===== config.mk =====
export PLATFORM = sky130hd
export DESIGN_NAME = input_debounce
export DESIGN_NICKNAME = d
export VERILOG_FILES = /design/src/rtl/input_debounce_pkg.sv /design/src/rtl/input_debounce_chan.sv /design/src/rtl/input_debounce.sv
export SDC_FILE = /design/constraint.sdc
export NUM_CORES = 1
export LEC_CHECK = 0
export ABC_AREA = 1
export ABC_CLOCK_PERIOD_IN_PS = 4200
export BUFFER_PORTS_ARGS = -buffer_cell sky130_fd_sc_hd__buf_4
export CAP_MARGIN = 20
export CORE_UTILIZATION = 65
export CTS_BUF_LIST = sky130_fd_sc_hd__clkbuf_2 sky130_fd_sc_hd__clkbuf_4 sky130_fd_sc_hd__clkbuf_8
export CTS_CLUSTER_DIAMETER = 60
export DETAILED_ROUTE_END_ITERATION = 12
export GPL_TIMING_DRIVEN = 1
export HOLD_SLACK_MARGIN = 0.05
export PLACE_DENSITY = 0.89
export SYNTH_ARGS = -nofsm -noshare
export SYNTH_HDL_FRONTEND = slang
export SYNTH_SLANG_ARGS = --single-unit

===== constraint.sdc =====
create_clock -name clk -period 4.2 [get_ports clk]
set_input_delay 0.63 -clock clk [delete_from_list [all_inputs] [get_ports clk]]
set_output_delay 0.63 -clock clk [all_outputs]
set_load 0.01 [all_outputs]

===== src/rtl/input_debounce_pkg.sv =====
// -----------------------------------------------------------------------------
// input_debounce_pkg
// Shared definitions for the button/switch debouncer:
//   - channel FSM state encoding
//   - default synchroniser depth and stability window
//   - counter width helper
// -----------------------------------------------------------------------------
package input_debounce_pkg;

    localparam logic ST_STABLE  = 1'b0;
    localparam logic ST_PENDING = 1'b1;

    localparam int DEBOUNCE_SYNC_STAGES   = 2;
    localparam int DEBOUNCE_STABLE_CYCLES = 50000;

    typedef enum logic {
        STABLE  = ST_STABLE,
        PENDING = ST_PENDING
    } chan_state_e;

    // Width that holds 0..cycles without wrapping; at least one bit.
    function automatic int cnt_width(input int cycles);
        return (cycles < 1) ? 1 : $clog2(cycles + 1);
    endfunction

endpackage


===== src/rtl/input_debounce_chan.sv =====
// -----------------------------------------------------------------------------
// debounce_chan
// One debounce channel: SYNC_STAGES-deep synchroniser, STABLE/PENDING FSM and
// a stability counter. A new level is accepted only after it has been seen
// continuously for the full window; returning to the old level restarts it.
// Ports:
//   clk    system clock
//   rst_n  asynchronous active-low reset
//   raw    asynchronous pad level
//   clean  debounced level (registered)
//   rise   one-cycle pulse on clean 0->1 (registered)
//   fall   one-cycle pulse on clean 1->0 (registered)
// SYNC_STAGES must be >= 2, STABLE_CYCLES must be >= 1.
// -----------------------------------------------------------------------------
module debounce_chan
    import input_debounce_pkg::*;
#(
    parameter int SYNC_STAGES   = DEBOUNCE_SYNC_STAGES,
    parameter int STABLE_CYCLES = DEBOUNCE_STABLE_CYCLES
) (
    input  logic clk,
    input  logic rst_n,
    input  logic raw,
    output logic clean,
    output logic rise,
    output logic fall
);

    localparam int             CW       = cnt_width(STABLE_CYCLES);
    localparam logic [CW-1:0]  CNT_LAST = CW'(STABLE_CYCLES - 1);

    logic [SYNC_STAGES-1:0] sync_q;
    logic                   s;
    chan_state_e            state_q, state_d;
    logic [CW-1:0]          cnt_q, cnt_d;
    logic                   clean_q, clean_d;
    logic                   rise_q, rise_d;
    logic                   fall_q, fall_d;

    assign s = sync_q[SYNC_STAGES-1];

    always_ff @(posedge clk or negedge rst_n) begin
        if (!rst_n) begin
            sync_q  <= '0;
            state_q <= STABLE;
            cnt_q   <= '0;
            clean_q <= 1'b0;
            rise_q  <= 1'b0;
            fall_q  <= 1'b0;
        end else begin
            sync_q  <= {sync_q[SYNC_STAGES-2:0], raw};
            state_q <= state_d;
            cnt_q   <= cnt_d;
            clean_q <= clean_d;
            rise_q  <= rise_d;
            fall_q  <= fall_d;
        end
    end

    always_comb begin
        state_d = state_q;
        cnt_d   = cnt_q;
        clean_d = clean_q;
        rise_d  = 1'b0;
        fall_d  = 1'b0;
        case (state_q)
            STABLE: begin
                if (s != clean_q) begin
                    state_d = PENDING;
                    cnt_d   = '0;
                end
            end
            PENDING: begin
                if (s == clean_q) begin
                    // bounced back to the old level: abandon this window
                    state_d = STABLE;
                    cnt_d   = '0;
                end else if (cnt_q == CNT_LAST) begin
                    clean_d = s;
                    rise_d  = s;
                    fall_d  = ~s;
                    state_d = STABLE;
                    cnt_d   = '0;
                end else begin
                    cnt_d = cnt_q + CW'(1);
                end
            end
            default: begin
                state_d = STABLE;
                cnt_d   = '0;
            end
        endcase
    end

    assign clean = clean_q;
    assign rise  = rise_q;
    assign fall  = fall_q;

endmodule


===== src/rtl/input_debounce.sv =====
// -----------------------------------------------------------------------------
// input_debounce
// N independent debounce channels feeding the GPIO peripheral's btn/sw inputs
// (bits [1:0] buttons, [3:2] switches in the default build).
// Ports:
//   clk        system clock
//   rst_n      asynchronous active-low reset
//   raw_in     asynchronous pad levels
//   clean_out  debounced levels
//   rise/fall  one-cycle per-channel edge pulses (registered)
//   changed    OR of all rise|fall bits in the same cycle
// Optional (macro INPUT_DEBOUNCE_IRQ_EN):
//   evt_pending  sticky per-channel event latch
//   irq          registered, high while any evt_pending bit is set
//   irq_ack      one-cycle pulse clearing evt_pending; a simultaneous new
//                event keeps its bit set
// -----------------------------------------------------------------------------
module input_debounce
    import input_debounce_pkg::*;
#(
    parameter int N             = 4,
    parameter int SYNC_STAGES   = DEBOUNCE_SYNC_STAGES,
    parameter int STABLE_CYCLES = DEBOUNCE_STABLE_CYCLES
) (
    input  logic         clk,
    input  logic         rst_n,
    input  logic [N-1:0] raw_in,
    output logic [N-1:0] clean_out,
    output logic [N-1:0] rise,
    output logic [N-1:0] fall,
    output logic         changed
`ifdef INPUT_DEBOUNCE_IRQ_EN
    ,
    output logic [N-1:0] evt_pending,
    output logic         irq,
    input  logic         irq_ack
`endif
);

    for (genvar g = 0; g < N; g++) begin : g_chan
        debounce_chan #(
            .SYNC_STAGES  (SYNC_STAGES),
            .STABLE_CYCLES(STABLE_CYCLES)
        ) u_chan (
            .clk  (clk),
            .rst_n(rst_n),
            .raw  (raw_in[g]),
            .clean(clean_out[g]),
            .rise (rise[g]),
            .fall (fall[g])
        );
    end

    // rise/fall are registered, so this OR has no path from raw_in
    assign changed = |(rise | fall);

`ifdef INPUT_DEBOUNCE_IRQ_EN
    logic [N-1:0] evt_pending_q, evt_pending_d;
    logic         irq_q;

    // set term applied after the clear so a same-cycle event survives the ack
    always_comb begin
        evt_pending_d = evt_pending_q;
        if (irq_ack) evt_pending_d = '0;
        evt_pending_d = evt_pending_d | rise | fall;
    end

    always_ff @(posedge clk or negedge rst_n) begin
        if (!rst_n) begin
            evt_pending_q <= '0;
            irq_q         <= 1'b0;
        end else begin
            evt_pending_q <= evt_pending_d;
            irq_q         <= |evt_pending_d;
        end
    end

    assign evt_pending = evt_pending_q;
    assign irq         = irq_q;
`endif

endmodule

==> Word-level counts from Yosys, hierarchy flattened <==
Cells that the tools add are included.
{ "totals": {"register_bits": 88, "input_bits": 6} }
{ "op_classes": {"addsub": 4, "eq_ne": 16, "muxes": 56, "n_bitwise": 13, "reduce_logical": 5} }
{ "ops": {"columns": ["cell", "count"], "rows": [
  ["$mux W16", 12],
  ["$pmux W16 S2", 4],
  ["$add A16 B1 Y16 const B", 4],
  ["$eq A16 B16 Y1 const B", 4],
  ["$mux W1", 36],
  ["$not A1 Y1", 12],
  ["$reduce_and A3 Y1", 4],
  ["$ne A2 B1 Y1 const B", 4],
  ["$pmux W1 S2", 4],
  ["$eq A1 B1 Y1", 4],
  ["$ne A1 B1 Y1", 4],
  ["$or A4 B4 Y4", 1],
  ["$reduce_or A4 Y1", 1]
]} }

==> Logic depth before layout (Yosys ltp) <==
{ "logic_depth": {"depth_word": 4, "mapped_depth": 10} }

==> Hierarchy <==
From an unflattened synthesis, not the netlist that was laid out.
{ "unflattened": {"hier_cells": 659, "area_unflattened_um2": 4946.0} }
{ "by_module_without_submodules": {"columns": ["module", "n_inst", "cells_each", "area_per_inst_um2"], "rows": [
  ["debounce_chan", 4, 161, 1222.4],
  ["input_debounce", 1, 15, 56.3]
]} }

==> Worst setup path after synthesis <==
Ideal clock, no wire load.
{ "synth_timing": {"kind": "register to register", "from": "register g_chan[3].u_chan.cnt_q[0]", "to": "register g_chan[3].u_chan.cnt_q[12]", "setup_time_ns": 0.118, "arrival_ns": 1.250, "t_required_ns": 4.082, "slack_ns": 2.833, "path_stages_with_launch": 11, "path_cell_list": "dfrtp_1 ha_1 nand2_2 nor2_4 inv_2 nor2_4 nand2_2 nand2_4 inv_4 nand3_1 nand2_1"} }
{ "synth_between": {"elab_chain_len": 4} }
{ "synth_rtl": {"columns": ["element", "line", "text"], "rows": [
  ["from (decl)", "input_debounce_chan.sv:35", "logic [CW-1:0] cnt_q, cnt_d;"],
  ["from (signal assigned)", "input_debounce_chan.sv:53", "cnt_q <= cnt_d;"],
  ["$add A16 B1 Y16 / $eq A16 B16 Y1 (equally long branches)", "input_debounce_chan.sv:85, input_debounce_chan.sv:78", null],
  ["$mux W16 (*)", "input_debounce_chan.sv:78", "end else if (cnt_q == CNT_LAST) begin"],
  ["$mux W16 (*)", "input_debounce_chan.sv:74", "if (s == clean_q) begin"],
  ["$pmux W16 S2 (*)", "input_debounce_chan.sv:66", "case (state_q)"]
]} }
Every way passes the cells marked *; elsewhere a longest branch is shown, timed or not.
A chain may end at the register's enable or synchronous reset.

==> Worst setup path after layout <==
{ "layout_timing": {"from": "register g_chan[0].u_chan.fall_q", "to": "output port changed"} }
{ "layout_between": {"elab_chain_len": 2} }
{ "layout_rtl": {"columns": ["element", "line", "text"], "rows": [
  ["from (decl)", "input_debounce_chan.sv:38", "logic fall_q, fall_d;"],
  ["from (signal assigned)", "input_debounce_chan.sv:56", "fall_q <= fall_d;"],
  ["$or A4 B4 Y4", "input_debounce.sv:55", "assign changed = |(rise | fall);"],
  ["$reduce_or A4 Y1", "input_debounce.sv:55", null],
  ["to (decl)", "input_debounce.sv:31", "output logic changed"]
]} }
Every way passes these cells.

==> metrics.csv <==
stage,metric,value,unit
synth,mux contribution to synthesized area,0,%
floorplan,Chip Width,88.6,um
synth,Synth Area in Compound Gates,7.75,%
worst_setup_path,cell chain of the critical path,nor4_1 > nand2_1 > buf_4,
worst_setup_path,CP Data Arrival Time,1520,ps
global_routing,first-pass GRT wire length,17600,um
layout,number of diodes,0,
timing,final worst-path setup slack,2050,ps
timing,final setup vio count,0,
layout,post-route cell area,5260,sq um
layout,share of layout cells above drive strength 1,10.8,%
worst_setup_path,CP Launch Type,register,
worst_setup_path,crit path max-delay cell type,nor4_1,
synth,largest area contributor in the netlist,dfrtp_1,
power_and_ir_drop,Leak,2.46,nW
synth,post-synthesis simple-gate area fraction,33.4,%
clock_tree,CTS tree,yes,
detailed_routing,Detailed Route WL,10500,um
detailed_routing,routed len/inst,14.0,um
placed_design,DP Area,5030,sq um
global_routing,Overflow after GRT,0,
power_and_ir_drop,maximum vdd drop,268,uV
global_routing,largest net degree at the start of global routing,68,
clock_tree,clk slew on worst S/H paths,100,ps
synth,Yosys cell types,31,
synth,Cells after Synth,638,
synth,cell area after synthesis,4880,sq um
worst_setup_path,worst path required time,3570,ps
synth,main combinational cell family by area after synthesis,simple AND/OR/NAND/NOR gates,
placed_design,Port-buffer cells,18,
clock_tree,Root Buffer,clkbuf_8,
synth,sequential share of the synthesized area,45.1,%
synth,Synth Warn #,0,
power_and_ir_drop,Cell Pwr Density,317,nW/um^2
timing,Fmax achieved,0.466,GHz
synth,Yosys reg bits,88,
placed_design,Post-Place Worst Slack,2470,ps
clock_tree,Hold Buf Count CTS,0,
clock_tree,clk buf depth,2,
clock_tree,post_cts resized,0,
layout,"most common cell after layout, fill and taps aside",nand2_1,
floorplan,# rows,31,
synth,Post-Synth Adder-Cell Area,1.03,%
synth,"top cells by area, synth","dfrtp_1 45%, nand2_1 13%, inv_1 5.8%, nor2_1 5.5%, nand3_1 5.2%",
timing,Fin. Hold Viols,0,
floorplan,die area,7860,sq um
global_routing,initial antenna violation count,0,
global_routing,vias in the first global route,4081,
clock_tree,CTS buffer count,9,
timing,Max-slew headroom,41.6,%
worst_setup_path,critical path class,register to output pin,
detailed_routing,Antenna Nets Post-Route,0,
detailed_routing,1st-pass router iterations,5,
outcome,status,"finished, final reports clean",
detailed_routing,drt via density,5.71,
timing,Setup Skew,14.5,ps
timing,fin. max-slew vios,0,
timing,RSZ-0062 raised after global routing,no,
timing,Final min period,2150,ps
worst_setup_path,cell family with most CP delay,simple AND/OR/NAND/NOR gates,
detailed_routing,Iteration-0 DRC Markers,263,
clock_tree,CTS sink cnt,88,
timing,period utilization,51.1,%
placed_design,DP HPWL,7210,um
clock_tree,# Post-CTS Setup Buffers,0,
worst_setup_path,CP Max Fanout,2,
clock_tree,H-tree levels,3,
worst_setup_path,WP buf/inv,1,
worst_setup_path,Critical Path End Type,output pin,
floorplan,core footprint,7250,sq um
synth,post-synthesis xor/xnor area fraction,3.95,%
synth,share of Yosys cell area claimed by the top area cell type,45.1,%
global_routing,GRT Total Usage,29.1,%
synth,Avg Inst Size Synth,7.65,sq um
placed_design,gp weighted congestion,0.945,
detailed_routing,vias,4309,
timing,post-route setup TNS,0,ps
layout,most frequent cells in the layout,"174 x nand2_1, 88 x dfrtp_1, 75 x inv_1",
layout,Nets,661,
synth,syn_nets,648,
layout,fin util,72.5,%
layout,area delta synth->final,7.82,%
detailed_routing,DRC,0,
run,number of max-cap violations,0,
floorplan,I/O Pins,19,
clock_tree,worst skew pair latency,380,ps
floorplan,Initial Utilization,67.3,%
worst_setup_path,Critical Path Max Stage Delay,460,ps
floorplan,chip height,88.6,um
timing,actual slew at the worst max-slew pin,872,ps
min_path,Hold/Removal Path Class,primary input to async pin,
-- metal layers --
layer  vias up  share of wire, %  global-route usage [%]
li1       2085                 -                       -
met1      2056                43                    37.3
met2       144                50                    49.0
met3        24               5.5                    5.88
met4         0               1.8                    11.0
met5         -                 0                       0
-- metrics by stage --
step	instances	total power, mW	hold slack [ps]
after floorplan	638	0.945	331
after global placement	739	0.979	342
after detailed placement	739	0.983	353
after CTS	755	1.66	353
after global routing	755	1.71	345
final	755	1.67	327
-- Yosys cell counts --
cell type / number
o21bai_1: 5
nor3_1: 11
xor2_1: 21
nor4_1: 2
nand2_4: 2
nand2_1: 174
o41ai_1: 3
nand4_1: 23
and2_1: 1
inv_2: 5
a31oi_1: 2
nand3_1: 51
nand2_2: 8
ha_1: 4
xnor2_1: 1
nand3_2: 3
o22ai_1: 15
o21ai_0: 19
nor2_2: 6
buf_4: 13
nor2_1: 71
nor2_4: 7
inv_4: 1
o21ai_1: 10
a21oi_1: 9
dfrtp_1: 88
buf_2: 4
a31o_2: 1
a21o_2: 1
nor3_2: 2
inv_1: 75
-- sequential cells by signal, indices dropped and copies added, names as in the netlist --
name,cells
g_chan.u_chan.clean,4
g_chan.u_chan.cnt_q,64
g_chan.u_chan.fall,4
g_chan.u_chan.rise,4
g_chan.u_chan.state_q,4
g_chan.u_chan.sync_q,8
-- power by group --
part	switching (mW)	total [mW]	internal (mW)
combinational	0.0678	0.0891	0.0213
clock	0.351	0.700	0.349
sequential	0.0153	0.879	0.864
total	0.434	1.67	1.23
-- path summary, 6_finish.rpt --
kind	end	cells after the start	startpoint	slack, ps
max	changed	3	g_chan[0].u_chan.fall	2050
min	g_chan[2].u_chan.cnt_q[12]	1	rst_n	330
max reg2reg	g_chan[3].u_chan.cnt_q[6]	6	g_chan[3].u_chan.clean	2360
min reg2reg	g_chan[1].u_chan.sync_q[1]	0	g_chan[1].u_chan.sync_q[0]	360
max in group asynchronous	g_chan[3].u_chan.cnt_q[0]	2	rst_n	3050
min in group clk	g_chan[3].u_chan.sync_q[0]	1	raw_in[3]	350
-- layout make-up --
class / instances / area [sq um]
clock buffers: 9 / 124
inverters: 81 / 307
fillers: 512 / 1990
flip-flops and latches: 88 / 2200
repair buffers: 19 / 143
clock inverters: 7 / 109
multi-input cells: 452 / 2250
well taps: 99 / 124
-- logic make-up after synthesis --
group	after synthesis
adders and majority gates	4
and+or+nand+nor	361
AOI/OAI and AO/OA	65
DFF	88
buffers and inverters	98
xor gates and xnor gates	22
Note: power is estimated with default switching activity, not from simulation.
